`config.mk`:
```
export PLATFORM = sky130hd
export DESIGN_NAME = uart_rx
export DESIGN_NICKNAME = d
export VERILOG_FILES = /design/src/rtl/uart_pkg.sv /design/src/rtl/uart_sample_tick.sv /design/src/rtl/uart_rx.sv
export SDC_FILE = /design/constraint.sdc
export NUM_CORES = 1
export LEC_CHECK = 0
export CAP_MARGIN = 25
export CORE_MARGIN = 4
export CORE_UTILIZATION = 40
export DETAILED_ROUTE_END_ITERATION = 8
export SLEW_MARGIN = 25
export SYNTH_ARGS = -nofsm -noshare
export SYNTH_HDL_FRONTEND = slang
export SYNTH_SLANG_ARGS = --single-unit
```
`constraint.sdc`:
```
create_clock -name clk -period 5.2 [get_ports clk]
set_input_delay 1.04 -clock clk [delete_from_list [all_inputs] [get_ports clk]]
set_output_delay 1.04 -clock clk [all_outputs]
set_load 0.1 [all_outputs]
```
`src/rtl/uart_pkg.sv`:
```
// Shared UART definitions: receiver state encoding, default frame shape and
// the oversample tick divisor helper reused by the transmitter.
package uart_pkg;

  typedef enum logic [1:0] {
    RX_IDLE  = 2'd0,
    RX_START = 2'd1,
    RX_DATA  = 2'd2,
    RX_STOP  = 2'd3
  } rx_state_t;

  localparam int unsigned UART_OVERSAMPLE = 16;
  localparam int unsigned UART_DATA_BITS  = 8;

  function automatic int unsigned tick_div(input int unsigned clock_rate,
                                           input int unsigned baud_rate,
                                           input int unsigned oversample);
    return clock_rate / (baud_rate * oversample);
  endfunction

endpackage

```
`src/rtl/uart_sample_tick.sv`:
```
// Oversample tick generator: one-clock tick every TICK_DIV clocks, forced
// back to zero (and silent) while restart is asserted.
module uart_sample_tick #(
  parameter int unsigned TICK_DIV = 1
) (
  input  logic clk,
  input  logic rst,
  input  logic restart,
  output logic tick
);

  localparam int unsigned CW = (TICK_DIV > 1) ? $clog2(TICK_DIV) : 1;

  logic [CW-1:0] cnt_q;

  assign tick = !restart && (cnt_q == CW'(TICK_DIV - 1));

  always_ff @(posedge clk or posedge rst) begin
    if (rst) begin
      cnt_q <= '0;
    end else if (restart || tick) begin
      cnt_q <= '0;
    end else begin
      cnt_q <= cnt_q + 1'b1;
    end
  end

endmodule

```
`src/rtl/uart_rx.sv`:
```
// UART receiver: synchronises rx, recovers start/data/stop frames with an
// oversampling tick and presents bytes on a valid/ready port.
module uart_rx
  import uart_pkg::*;
#(
  parameter int unsigned CLOCK_RATE = 200_000_000,
  parameter int unsigned BAUD_RATE  = 9600,
  parameter int unsigned OVERSAMPLE = UART_OVERSAMPLE,
  parameter int unsigned DATA_BITS  = UART_DATA_BITS
) (
  input  logic                 clk,
  input  logic                 rst,
  input  logic                 rx,
  output logic [DATA_BITS-1:0] rx_data,
  output logic                 rx_valid,
  input  logic                 rx_ready,
  output logic                 frame_err,
  output logic                 overrun_err,
  output logic                 busy
);

  localparam int unsigned TICK_DIV = tick_div(CLOCK_RATE, BAUD_RATE, OVERSAMPLE);
  localparam int unsigned OS_W     = $clog2(OVERSAMPLE);
  localparam int unsigned IDX_W    = $clog2(DATA_BITS);

  if (TICK_DIV < 1) begin : g_chk_div
    $error("uart_rx: CLOCK_RATE too low for BAUD_RATE*OVERSAMPLE");
  end
  if ((OVERSAMPLE < 4) || (OVERSAMPLE % 2 != 0)) begin : g_chk_os
    $error("uart_rx: OVERSAMPLE must be even and at least 4");
  end
  if ((DATA_BITS < 5) || (DATA_BITS > 9)) begin : g_chk_db
    $error("uart_rx: DATA_BITS must be 5..9");
  end

  logic rx_meta, rx_s, rx_s_d;
  logic fall;

  always_ff @(posedge clk or posedge rst) begin
    if (rst) begin
      rx_meta <= 1'b1;
      rx_s    <= 1'b1;
      rx_s_d  <= 1'b1;
    end else begin
      rx_meta <= rx;
      rx_s    <= rx_meta;
      rx_s_d  <= rx_s;
    end
  end

  assign fall = rx_s_d && !rx_s;

  rx_state_t            state_q, state_d;
  logic [OS_W-1:0]      os_cnt_q, os_cnt_d;
  logic [IDX_W-1:0]     bit_idx_q, bit_idx_d;
  logic [DATA_BITS-1:0] shift_q, shift_d;
  logic [DATA_BITS-1:0] data_q, data_d;
  logic                 valid_q, valid_d;
  logic                 ferr_q, ferr_d;
  logic                 oerr_q, oerr_d;
  logic                 tick, tick_restart;

  // Holding the divider in reset through IDLE makes the first tick land a
  // fixed distance after the detected start edge.
  assign tick_restart = (state_q == RX_IDLE);

  uart_sample_tick #(
    .TICK_DIV(TICK_DIV)
  ) u_tick (
    .clk    (clk),
    .rst    (rst),
    .restart(tick_restart),
    .tick   (tick)
  );

  always_comb begin
    state_d   = state_q;
    os_cnt_d  = os_cnt_q;
    bit_idx_d = bit_idx_q;
    shift_d   = shift_q;
    data_d    = data_q;
    valid_d   = valid_q && !rx_ready;
    ferr_d    = 1'b0;
    oerr_d    = 1'b0;

    unique case (state_q)
      RX_IDLE: begin
        os_cnt_d = '0;
        if (fall) state_d = RX_START;
      end
      RX_START: begin
        if (tick) begin
          if (os_cnt_q == OS_W'(OVERSAMPLE / 2 - 1)) begin
            os_cnt_d  = '0;
            bit_idx_d = '0;
            state_d   = rx_s ? RX_IDLE : RX_DATA;
          end else begin
            os_cnt_d = os_cnt_q + 1'b1;
          end
        end
      end
      RX_DATA: begin
        if (tick) begin
          if (os_cnt_q == OS_W'(OVERSAMPLE - 1)) begin
            os_cnt_d = '0;
            // Shifting in at the MSB leaves the first (LSB) bit at index 0.
            shift_d  = {rx_s, shift_q[DATA_BITS-1:1]};
            if (bit_idx_q == IDX_W'(DATA_BITS - 1)) begin
              state_d = RX_STOP;
            end else begin
              bit_idx_d = bit_idx_q + 1'b1;
            end
          end else begin
            os_cnt_d = os_cnt_q + 1'b1;
          end
        end
      end
      RX_STOP: begin
        if (tick) begin
          if (os_cnt_q == OS_W'(OVERSAMPLE - 1)) begin
            os_cnt_d = '0;
            state_d  = RX_IDLE;
            if (rx_s) begin
              data_d  = shift_q;
              valid_d = 1'b1;
              oerr_d  = valid_q && !rx_ready;
            end else begin
              ferr_d = 1'b1;
            end
          end else begin
            os_cnt_d = os_cnt_q + 1'b1;
          end
        end
      end
      default: state_d = RX_IDLE;
    endcase
  end

  always_ff @(posedge clk or posedge rst) begin
    if (rst) begin
      state_q   <= RX_IDLE;
      os_cnt_q  <= '0;
      bit_idx_q <= '0;
      shift_q   <= '0;
      data_q    <= '0;
      valid_q   <= 1'b0;
      ferr_q    <= 1'b0;
      oerr_q    <= 1'b0;
    end else begin
      state_q   <= state_d;
      os_cnt_q  <= os_cnt_d;
      bit_idx_q <= bit_idx_d;
      shift_q   <= shift_d;
      data_q    <= data_d;
      valid_q   <= valid_d;
      ferr_q    <= ferr_d;
      oerr_q    <= oerr_d;
    end
  end

  assign rx_data     = data_q;
  assign rx_valid    = valid_q;
  assign frame_err   = ferr_q;
  assign overrun_err = oerr_q;
  assign busy        = (state_q != RX_IDLE);

endmodule
```
==> results list, run 1 <==
- The run finished with clean final reports.
- For this design, the CTS-stage hold fixing added 0 buffers.
- The worst register-to-register path begins at u_tick.cnt_q[7].
- Crit path time final: 3310 ps
- Die Span Y: 76.4 µm
* Setup fix buffers added after clock tree synthesis: 0
- Setup slack closes at 1890 ps.
- Across the whole layout, storage elements account for 0.00105 mm².
* Rel. slew slack: 34.3%
- Wire per inst: 13.8 µm
* Post-synth EDFFs: 0
* Via count of the first global-routing pass: 1260
* Register-to-register setup slack: 2770 ps
* Multi-input logic area: 759 µm²
- Non-Filler Cell Area, Final: 0.00216 mm²
* Slowest Stage Delay on Critical Path: 1000 ps
- Measured against the total synthesized area, the mux share comes to 11.9%.
* Share of the synthesized netlist area taken by xor and xnor gates: 4.21%
- Critical path type: register to output pin
- The worst hold path terminates at rx_s.
- Antenna Nets Post-Route: 0
- Synthesized-area fraction occupied by adder cells: 3.34%
- After synthesis, the netlist uses 38 different library cells.
- Type of destination of the critical path: output pin
- Sequential cells were found to cover 56.4% of the synthesized design area.
- Post-CTS Resized: 0
* Fill cell total of the finished layout: 404
* TritonCTS buffer count: 5
* Leak Pwr: 1.00 nW
* Pre-CTS worst setup slack: 2210 ps
- The post-route netlist has 18.3% of its cells at a drive strength greater than 1.
- Clock-pin slew was measured on the worst setup and hold paths at 80 ps.
- Maximum root-to-sink buffer count: 2
- Pin count of the biggest net entering global routing: 43
- Final net count: 188
* Kind of cell adding the most delay to the critical path: buffers and inverters
* Core Rows: 24
- Fmax: 302 MHz
* Data arrival time of the critical path: 2270 ps
* Startpoint of the most critical hold path: rx_meta
- Half-perimeter wire length after detailed placement: 2220 µm
- The number of antenna diodes in the final layout is 0.
- The first TritonRoute pass finished after 4 iterations.
- TritonCTS sink count: 42
- All-Layer GR Usage: 12.1%
- CP cell instances: nor2_1, inv_1, clkdlybuf4s50_1
* Final-layout setup total negative slack: 0 ps
* Period utilization: 63.6%
- Max FO, Critical Path: 9
- Total die area: 0.00584 mm²
* Count of pins on the block boundary: 16
* Count of maximum capacitance violations: 0
* Starting Density: 42.1%
- First-pass GRT wire length: 5750 µm
* Unrepaired setup endpoints after global routing: no
* Initial antenna violation count: 0
- The die is 76.4 µm wide.
* Fin. max-slew vios: 0
- Number of cells on the worst reg-to-reg path: 4
- Between clock sinks in the finished design, the worst skew comes to 2.84 ps.
- Final hold slack: 357 ps
* Pin slew with the least headroom to its limit: 983 ps
- TritonCTS built the clock tree.
- Power density relative to cell area: 303 mW/mm²
* Hold-critical path depth: 0
- Combinational family with the most area after synthesis: simple AND/OR/NAND/NOR gates
- The worst hold path belongs to the class register to register.
* Basic-gate share of the synthesized area counting and, or, nand and nor cells: 17.0%
* Most frequent cells in the layout: sky130_fd_sc_hd__dfrtp_1 (39), sky130_fd_sc_hd__mux2_2 (17), sky130_fd_sc_hd__nand2_1 (15), sky130_fd_sc_hd__nor2_1 (15), sky130_fd_sc_hd__clkdlybuf4s50_1 (15)
- Global routing finished with a remaining overflow of 0.
- VDD sags by at most 0.000130 V.
- RePlAce Congestion: 0.885
* Count of input and output buffers: 15
* Number of vias per cell after detailed routing: 5.11
- The Yosys step of the flow raised 0 warnings.
- Synthesized area divided by synthesized cell count: 11.7 µm²
- Buffers and inverters on the worst path: 2
- Hold violation count in the final report: 0
* Post-synthesis instance total: 160
* Core Region: 0.00444 mm²
- The detailed router placed 1186 vias in this run.
- Master cell of the clock root buffer: sky130_fd_sc_hd__clkbuf_8
* Layout overhead on the synthesized area: 15.4%
- Worst Path Required: 4160 ps
- The worst setup path is launched from a register.
* Most common cell after layout, fill and taps aside: sky130_fd_sc_hd__dfrtp_1
- DP Area: 0.00207 mm²
* DRT iter0 DRCs: 68
- Later-pin clock latency in the skew report: 300 ps
- The synthesized netlist devotes 4.14% of its cell area to compound gates.
* Final setup viols: 0
- Final WL: 3200 µm
- After detailed routing, the number of remaining DRC violations is 0.
- Master of the slowest instance on the critical path: sky130_fd_sc_hd__clkdlybuf4s50_1
- In this run the biggest area consumer among cell types represents 52.1% of the synthesized area.
* CTS HTree Levels: 2
- The largest total area in the synthesized netlist belongs to sky130_fd_sc_hd__dfrtp_1.
- The number of nets in the synthesized netlist is 169.
- Flop and latch count out of synthesis: 42
- Of all flip-flops after synthesis, the portion carrying an async set or reset was 100%.
* Cell Area, Synth: 0.00187 mm²
- The endpoint identified for the worst register-to-register timing path is rx_data[5].
* Top FF cell, synth: sky130_fd_sc_hd__dfrtp_1
- Main area contributors after synthesis: sky130_fd_sc_hd__dfrtp_1 (52%), sky130_fd_sc_hd__mux2_2 (10%), sky130_fd_sc_hd__dfstp_2 (4.2%)
-- through the flow --
step,power [W],cells,util (%)
floorplan,0.000431,160,-
global placement,0.000449,224,46.6
detailed placement,0.000453,224,46.6
CTS,0.000666,232,48.6
global route,0.000698,232,48.6
finish,0.000655,232,48.6
-- state kept, by name, indices dropped and copies added (netlist names), named ones only --
register and count:
frame_err 1, bit_idx_q 3, state_q 1, rx_valid 1, rx_s 1, overrun_err 1, u_tick.cnt_q 11, shift_q 8
rx_s_d 1, rx_meta 1, os_cnt_q 4, rx_data 8
-- Yosys cell counts, types with 2 or more instances --
master and count:
sky130_fd_sc_hd__buf_4 2, sky130_fd_sc_hd__nor2_1 15, sky130_fd_sc_hd__nand3_1 4, sky130_fd_sc_hd__mux2_2 17, sky130_fd_sc_hd__nor2b_1 2, sky130_fd_sc_hd__nor3b_1 2, sky130_fd_sc_hd__mux2i_1 2, sky130_fd_sc_hd__a21oi_1 5
sky130_fd_sc_hd__nand2_1 15, sky130_fd_sc_hd__inv_1 9, sky130_fd_sc_hd__nor3_1 2, sky130_fd_sc_hd__ha_1 5, sky130_fd_sc_hd__dfstp_2 3, sky130_fd_sc_hd__xor2_1 5, sky130_fd_sc_hd__nand4_1 3, sky130_fd_sc_hd__and3_1 3
sky130_fd_sc_hd__dfrtp_1 39, sky130_fd_sc_hd__xnor2_1 4, sky130_fd_sc_hd__and4_1 2, sky130_fd_sc_hd__or3_1 3
-- power by group --
group	internal, W	total [W]	switching [W]
registers	0.000348	0.000370	0.0000225
logic	0.0000290	0.0000751	0.0000461
clock network	0.0000943	0.000210	0.000116
-- cell type report --
type | count | share of cell area, %
inverter | 9 | 1.56
tap | 52 | 3.01
timing repair buffer | 16 | 7.30
clock buffer | 5 | 3.18
clock inverter | 3 | 0.984
multi-input combinational | 105 | 35.1
sequential | 42 | 48.8
-- per-layer routing --
| metal | up-vias | track usage (%) | wire length (µm) |
|---|---|---|---|
| met5 | - | 0 | 0 |
| met4 | 0 | 5.62 | 58 |
| met3 | 6 | 3.66 | 120 |
| met2 | 17 | 19.5 | 1500 |
| met1 | 580 | 15.0 | 1520 |
| li1 | 583 | - | - |
-- how the worst max path moves through the flow --
stage / startpoint / endpoint / slack [ps] / cells past startpoint
2_1_floorplan: register / busy / 2830 / 3
3_3_place_gp: register / busy / 2270 / 3
3_5_place_dp: register / busy / 2210 / 3
4_1_cts: register / busy / 1880 / 3
5_1_grt: register / busy / 1760 / 3
6_report: register / busy / 1890 / 3
-- cells by family (layout without fill, tap and decap cells) --
family	after synthesis	count (layout)
AND/OR/NAND/NOR	59	59
flip-flops	42	42
multiplexers	20	20
buffers and inverters	13	33
AO/OA/AOI/OAI	12	12
XOR/XNOR	9	9
adder cells (fa/ha/maj)	5	5
Note: power is estimated with default switching activity, not from simulation.
==> run 2: changes to the inputs <==
==> constraint.sdc (replaced) <==
create_clock -name clk -period 2.8 [get_ports clk]
set_input_delay 0.56 -clock clk [delete_from_list [all_inputs] [get_ports clk]]
set_output_delay 0.56 -clock clk [all_outputs]
set_load 0.1 [all_outputs]
==> run 2 against run 1 <==
Utilization decreased by 0.56 points. Critical path depth grew 1. Critical path type is now register to register. Sequential share of layout area increased by 0.57 points. Via count increased by 2.2%. Power up 87%. First-iteration DRC count fell by 44%. Clock skew grew 3.7 ps. Combinational power up 86%. Non-clock buffer count did not move. Clock power is 89% higher.
==> results list, run 2 (synthesis gave the netlist of run 1 again) <==
- The flow ran to the end, and the final reports show no timing, DRC or antenna violations.
- CTS tree: done
* Hold violation count in the final report: 0 (unchanged)
- Slowest Stage Delay on Critical Path: 560 ps (-440 ps)
* Count of input and output buffers: 15 (unchanged)
* All-Layer GR Usage: 12.2% (+0.034 points)
* Final setup viols: 0 (unchanged)
* Cells after DPL: 224 (unchanged)
- The leakage power summed over all cells came to 1.03 nW (+2.6%).
- CTS HTree Levels: 2 (unchanged)
* Starting Density: 42.1% (unchanged)
- Share of cells above drive strength 1: 25.0% (+6.7 points)
- The final max-slew violation count was 0 (unchanged).
* Clock edge transition at the registers on the reported setup and hold paths: 80 ps (about the same)
* Switching part of the total power: 26.8% (-1.3 points)
- The buffer levels on the longest clock path is 2 (unchanged).
- Fill cell total of the finished layout: 403 (-0.25%)
- Power density relative to cell area: 575 mW/mm² (+89%)
* Via count of the first global-routing pass: 1302 (+3.3%)
- The detail-routed net length per standard cell was 14.0 µm (+1.3%).
- The total number of cells along the worst setup path is 4 (+1).
* Internal power component: 0.000898 W (+91%)
- The library cells used most frequently in the layout, excluding fill and tap cells, are sky130_fd_sc_hd__dfrtp_1 (39), sky130_fd_sc_hd__mux2_2 (17), sky130_fd_sc_hd__nand2_1 (15), sky130_fd_sc_hd__nor2_1 (15), sky130_fd_sc_hd__buf_4 (13).
- Worst clock skew: 6.56 ps (+3.73 ps)
* Max reg flops: 11 (unchanged)
- Kind of cell adding the most delay to the critical path: simple AND/OR/NAND/NOR gates
- In this run the critical register-to-register path is captured at rx_data[6].
* First-pass GRT wire length: 5800 µm (+0.73%)
- The arrival time at the worst endpoint was 2490 ps (+220 ps).
- The largest voltage drop on the vdd net is 0.000315 V (+140%).
- Top register by number of flip-flops: u_tick.cnt_q
* Final std cells w/o fill: 232 (unchanged)
- Number of cells on the worst reg-to-reg path: 4 (unchanged)
* Core utilization of the finished layout: 48.1% (-0.56 points)
- Setup slack of the critical path after layout: 481 ps (-1410 ps)
- Register-to-register setup slack: 480 ps (-2290 ps)
- The total wire length is 3240 µm (+1.3%).
* TritonCTS sink count: 42 (unchanged)
- The critical path ends at rx_data[6].
- Buffers and inverters on the worst path: 0 (-2)
- Unrepaired setup endpoints after global routing: no
- RePlAce Congestion: 0.809 (-8.6%)
* Timing startpoint of the critical path: u_tick.cnt_q[7]
- The via density per instance is 5.22 (+2.2%).
- The number of post-CTS setup repair buffers was 0 (unchanged).
* CP cell instances: or4b_4, nor4_1, and3_1, mux2_2
* Total power draw: 0.00123 W (+87%)
- The die area was 0.00584 mm² (unchanged).
- Final-layout setup total negative slack: 0 ps (unchanged)
* Period utilization: 82.8%
- The detailed-routing iteration count for the pre-antenna-repair pass came to 4 (unchanged).
* Crit path time final: 2320 ps
* Pin slew with the least headroom to its limit: 517 ps (-466 ps)
* Final net count: 188 (unchanged)
- Rel. slew slack: 65.5% (+31 points)
* Antenna Nets Post-Route: 0 (unchanged)
- The die boundary width came to 76.4 µm (unchanged).
- Portion of total power attributed to combinational logic: 11.4% (about the same)
- Die Span Y: 76.4 µm (unchanged)
- Layout overhead on the synthesized area: 14.1%
- The I/O pin count is 16 (unchanged).
* TritonCTS buffer count: 5 (unchanged)
- DRC errors left: 0 (unchanged)
* Master of the slowest instance on the critical path: sky130_fd_sc_hd__or4b_4
- The HPWL reported at the end of detailed placement was 2330 µm (+4.7%).
* Master cell of the clock root buffer: sky130_fd_sc_hd__clkbuf_8
- Number of vias after detailed routing: 1212 (+2.2%)
- The worst setup path is captured at a register.
- DRT iter0 DRCs: 38 (-44%)
- The area of the core came to 0.00444 mm² (unchanged).
* Quantity of hold-fixing buffers added after cts: 0 (unchanged)
- The reported max-cap violation count came to 0 (unchanged).
* Net Switching: 0.000329 W (+79%)
- The number of placement rows is 24 (unchanged).
- By startpoint and endpoint, the worst setup path is classified as register to register.
- Worst Path Required: 2970 ps (-1190 ps)
- The worst slack at placement came to 470 ps (-1740 ps).
- Relative contribution of the clock network to total power: 32.3% (+0.3 points)
- The number of antenna violations at the first check in global routing was 0 (unchanged).
- Critical path launch point type: register
* Later-pin clock latency in the skew report: 290 ps (about the same)
- The total global routing overflow came to 0 (unchanged).
* Pin count of the biggest net entering global routing: 43 (unchanged)
* Worst Hold Class: register to register
- Post-CTS Resized: 0 (unchanged)
* Most common cell after layout, fill and taps aside: sky130_fd_sc_hd__dfrtp_1
* Sequential cell fraction of total power: 56.2% (-0.3 points)
* Fmax: 431 MHz
- The largest fanout on the critical path came to 9 (unchanged).
* Worst reg2reg path startpoint: u_tick.cnt_q[7]
- The number of antenna repair diodes was 0 (unchanged).
## run 2: metrics by stage
| stage | hold slack [ps] | cell area [µm²] |
|---|---|---|
| after CTS | 356 | 2140 |
| after floorplan | 345 | 1870 |
| after detailed placement | 353 | 2040 |
| after global routing | 359 | 2140 |
| after global placement | 349 | 2040 |
| final | 353 | 2140 |
## run 2: cell type report
| type | count | area, µm² | share of cell area [%] |
|---|---|---|---|
| well taps | 52 | 65.1 | 3.05 |
| multi-input cells | 105 | 759 | 35.6 |
| repair buffers | 16 | 128 | 5.98 |
| clock buffers | 6 | 82.6 | 3.87 |
| clock inverters | 2 | 12.5 | 0.586 |
| inverters | 9 | 33.8 | 1.58 |
| flip-flops and latches | 42 | 1050 | 49.4 |
## run 2: power groups by stage
stage | Clock (W) | Combinational (W) | Sequential (W)
6_report | 0.000397 | 0.000140 | 0.000690
5_1_grt | 0.000441 | 0.000160 | 0.000695
3_3_place_gp | 0 | 0.000137 | 0.000698
2_1_floorplan | 0 | 0.000110 | 0.000691
4_1_cts | 0.000413 | 0.000144 | 0.000689
3_5_place_dp | 0 | 0.000144 | 0.000700
## run 2: worst min path at each step
stage,start,end,slack (ps),cells after the start
after floorplan,rx_meta,rx_s,350,0
after CTS,rx_meta,rx_s,360,0
after detailed placement,rx_meta,rx_s,350,0
after global placement,rx_meta,rx_s,350,0
final,rx_meta,rx_s,350,0
after global routing,rx_meta,rx_s,360,0
## run 2: metal layers
metal	share of wire (%)	routed length [µm]	global-route usage, %
met5	0	0	0
met4	1.4	46	4.53
met3	4.0	128	3.90
met2	49	1580	20.5
met1	46	1490	14.5
==> run 3: changes to the inputs <==
==> constraint.sdc (replaced) <==
create_clock -name clk -period 2.35 [get_ports clk]
set_input_delay 0.47 -clock clk [delete_from_list [all_inputs] [get_ports clk]]
set_output_delay 0.47 -clock clk [all_outputs]
set_load 0.1 [all_outputs]
==> run 3 against run 2 <==
Sequential cell count unchanged. First-iteration DRC count up 84%. Utilization up 0.96 points. Non-clock buffer count up 3. Fmax up 4.0%. Sequential share of layout area down 0.96 points. Combinational power up 18%. Worst setup slack worse by 360 ps. Sequential power up 19%. Hold slack better by 8.1 ps. Power up 17%. Largest power group unchanged. Clock skew down 0.53 ps.
==> results list, run 3 (synthesis gave the netlist of run 1 again) <==
- The maximum cell stage delay along the critical path is 560 ps (about the same).
- Pin count of the biggest net entering global routing: 43 (unchanged)
- DRC errors left: 0 (unchanged)
- CTS HTree Levels: 2 (unchanged)
* CTS tree: done
- Final-layout setup total negative slack: 0 ps (unchanged)
* Fmax: 448 MHz (+4.0%)
- Hold-critical path depth: 0 (unchanged)
- Final setup viols: 0 (unchanged)
* Most frequent cells in the layout: sky130_fd_sc_hd__dfrtp_1 (39), sky130_fd_sc_hd__mux2_2 (17), sky130_fd_sc_hd__nand2_1 (15), sky130_fd_sc_hd__nor2_1 (15), sky130_fd_sc_hd__buf_4 (14)
- Worst clock skew: 6.04 ps (-0.526 ps)
* Quantity of hold-fixing buffers added after cts: 0 (unchanged)
- The worst register-to-register path begins at u_tick.cnt_q[7].
* Core Region: 0.00444 mm² (unchanged)
- Number of cells on the worst reg-to-reg path: 5 (+1)
- Count of pins on the block boundary: 16 (unchanged)
- Post-CTS Resized: 0 (unchanged)
- The combinational share of power came to 11.4% (about the same).
* Type of destination of the critical path: register
- Later-pin clock latency in the skew report: 290 ps (about the same)
* Relative contribution of the clock network to total power: 31.6% (-0.7 points)
- TritonCTS buffer count: 5 (unchanged)
- Starting Density: 42.1% (unchanged)
- Pin slew with the least headroom to its limit: 512 ps (-4.96 ps)
- The final standard cell utilization of the core was 49.0% (+0.96 points).
- The reported max-cap violation count was 0 (unchanged).
- RePlAce Congestion: 0.816 (+0.84%)
- More flip-flops sit in one register than any other, and that register is u_tick.cnt_q.
* Initial antenna violation count: 0 (unchanged)
* Fill cell total of the finished layout: 417 (+3.5%)
- The multi-input gate area in the final layout is 759 µm² (unchanged).
- Die Span Y: 76.4 µm (unchanged)
- Kind of cell adding the most delay to the critical path: simple AND/OR/NAND/NOR gates
- Grt total ovfl: 0 (unchanged)
* Period utilization: 94.9% (+12 points)
* Max FO, Critical Path: 9 (unchanged)
- Via count of the first global-routing pass: 1231 (-5.5%)
- The area growth from synthesis to layout is 16.4%.
- Worst Path Required: 2530 ps (-440 ps)
- Clock edge transition at the registers on the reported setup and hold paths: 80 ps (about the same)
* Setup fix buffers added after clock tree synthesis: 0 (unchanged)
- All-Layer GR Usage: 12.0% (-0.20 points)
- The detailed-routing iteration count for the pre-antenna-repair pass came to 4 (unchanged).
- Number of vias after detailed routing: 1215 (+0.25%)
- Wire per inst: 13.4 µm (-4.3%)
* Switching part of the total power: 27.7% (+0.86 points)
- Net Switching: 0.000399 W (+21%)
- Critical path launch point type: register
- The number of endpoints with negative hold slack in the final report came to 0 (unchanged).
* Crit path time final: 2230 ps (-89.3 ps)
- Half-perimeter wire length after detailed placement: 2280 µm (-2.0%)
* First-pass GRT wire length: 5690 µm (-1.9%)
- The register-to-register setup slack was 120 ps (-360 ps).
- Master cell of the clock root buffer: sky130_fd_sc_hd__clkbuf_8
- The arrival time at the worst endpoint was 2410 ps (-80 ps).
* TritonCTS sink count: 42 (unchanged)
- The proportion of power drawn by flip-flops and latches is 56.9% (+0.7 points).
- The worst register-to-register path ends at rx_data[3].
- The detailed router's first-iteration violation count came to 70 (+84%).
* Core Rows: 24 (unchanged)
- Antenna Nets Post-Route: 0 (unchanged)
- Power density relative to cell area: 662 mW/mm² (+15%)
- The number of flip-flops in the largest register was 11 (unchanged).
- Most common cell after layout, fill and taps aside: sky130_fd_sc_hd__dfrtp_1
* Buffers and inverters on the worst path: 1 (+1)
* Worst Hold Class: register to register
* Total die area: 0.00584 mm² (unchanged)
- CP cell instances: or4b_4, nor4_1, and3_1, buf_12, mux2_2
- Maximum root-to-sink buffer count: 2 (unchanged)
* DP Area: 0.00209 mm² (+2.3%)
- The relative slew slack came to 65.9% (+0.33 points).
- Startpoint of the most critical hold path: rx_meta
- Die X: 76.4 µm (unchanged)
* Endpoint of the worst hold-timing path: rx_s
- Number of vias per cell after detailed routing: 5.17 (-1.0%)
- The critical path is of the register to register type.
- Number of cells on the critical path: 5 (+1)
- Final WL: 3140 µm (-3.1%)
* Peak ir drop on the vdd network: 0.000283 V (-10%)
- Leak Pwr: 1.04 nW (+1.8%)
* Count of input and output buffers: 15 (unchanged)
- Fin. max-slew vios: 0 (unchanged)
* Unrepaired setup endpoints after global routing: no
- Diodes inserted: 0 (unchanged)
* Share of cells above drive strength 1: 26.2% (+1.2 points)
- The final-stage net count came to 191 (+1.6%).
- The flow ran to the end, and the final reports show no timing, DRC or antenna violations.
* Non-Filler Cell Area, Final: 0.00218 mm² (+2.0%)
- Internal power component: 0.00104 W (+16%)
- The footprint of the flip-flops and latches was 0.00105 mm² (unchanged).
- Master of the slowest instance on the critical path: sky130_fd_sc_hd__or4b_4
-- run 3: routing by layer --
| layer | track usage [%] | vias up | wire length (µm) |
|---|---|---|---|
| met5 | 0 | - | 0 |
| met4 | 4.35 | 0 | 31 |
| li1 | - | 595 | - |
| met2 | 18.7 | 22 | 1440 |
| met1 | 15.9 | 593 | 1550 |
| met3 | 3.31 | 5 | 116 |
-- run 3: metrics by stage --
stage	std cells	setup WS (ps)	power [W]	hold slack, ps
after floorplan	160	328	0.000954	345
after global placement	227	187	0.000996	349
after detailed placement	227	135	0.00100	351
after CTS	235	123	0.00147	363
after global routing	235	26.3	0.00153	369
final	235	120	0.00144	361
-- run 3: worst max-delay path by stage --
stage | start | endpoint | slack (ps)
after floorplan | u_tick.cnt_q[7] | rx_data[0] | 330
after global placement | u_tick.cnt_q[6] | rx_data[5] | 190
after detailed placement | u_tick.cnt_q[7] | rx_data[4] | 140
after CTS | u_tick.cnt_q[7] | rx_data[4] | 120
after global routing | u_tick.cnt_q[7] | rx_data[4] | 30
final | u_tick.cnt_q[7] | rx_data[3] | 120
-- run 3: area by class of cell --
type / count / share of cell area, %
Sequential cell: 42 / 48.4
Clock buffer: 5 / 3.16
Multi-Input combinational cell: 105 / 34.9
Tap cell: 52 / 2.99
Clock inverter: 3 / 0.976
Timing Repair Buffer: 19 / 8.04
Inverter: 9 / 1.55
-- run 3: power by group through the flow --
stage | Clock (W) | Sequential, W | Combinational [W]
after floorplan | 0 | 0.000823 | 0.000131
after global placement | 0 | 0.000831 | 0.000164
after detailed placement | 0 | 0.000835 | 0.000168
after CTS | 0.000483 | 0.000821 | 0.000169
after global routing | 0.000511 | 0.000829 | 0.000187
final | 0.000456 | 0.000821 | 0.000165
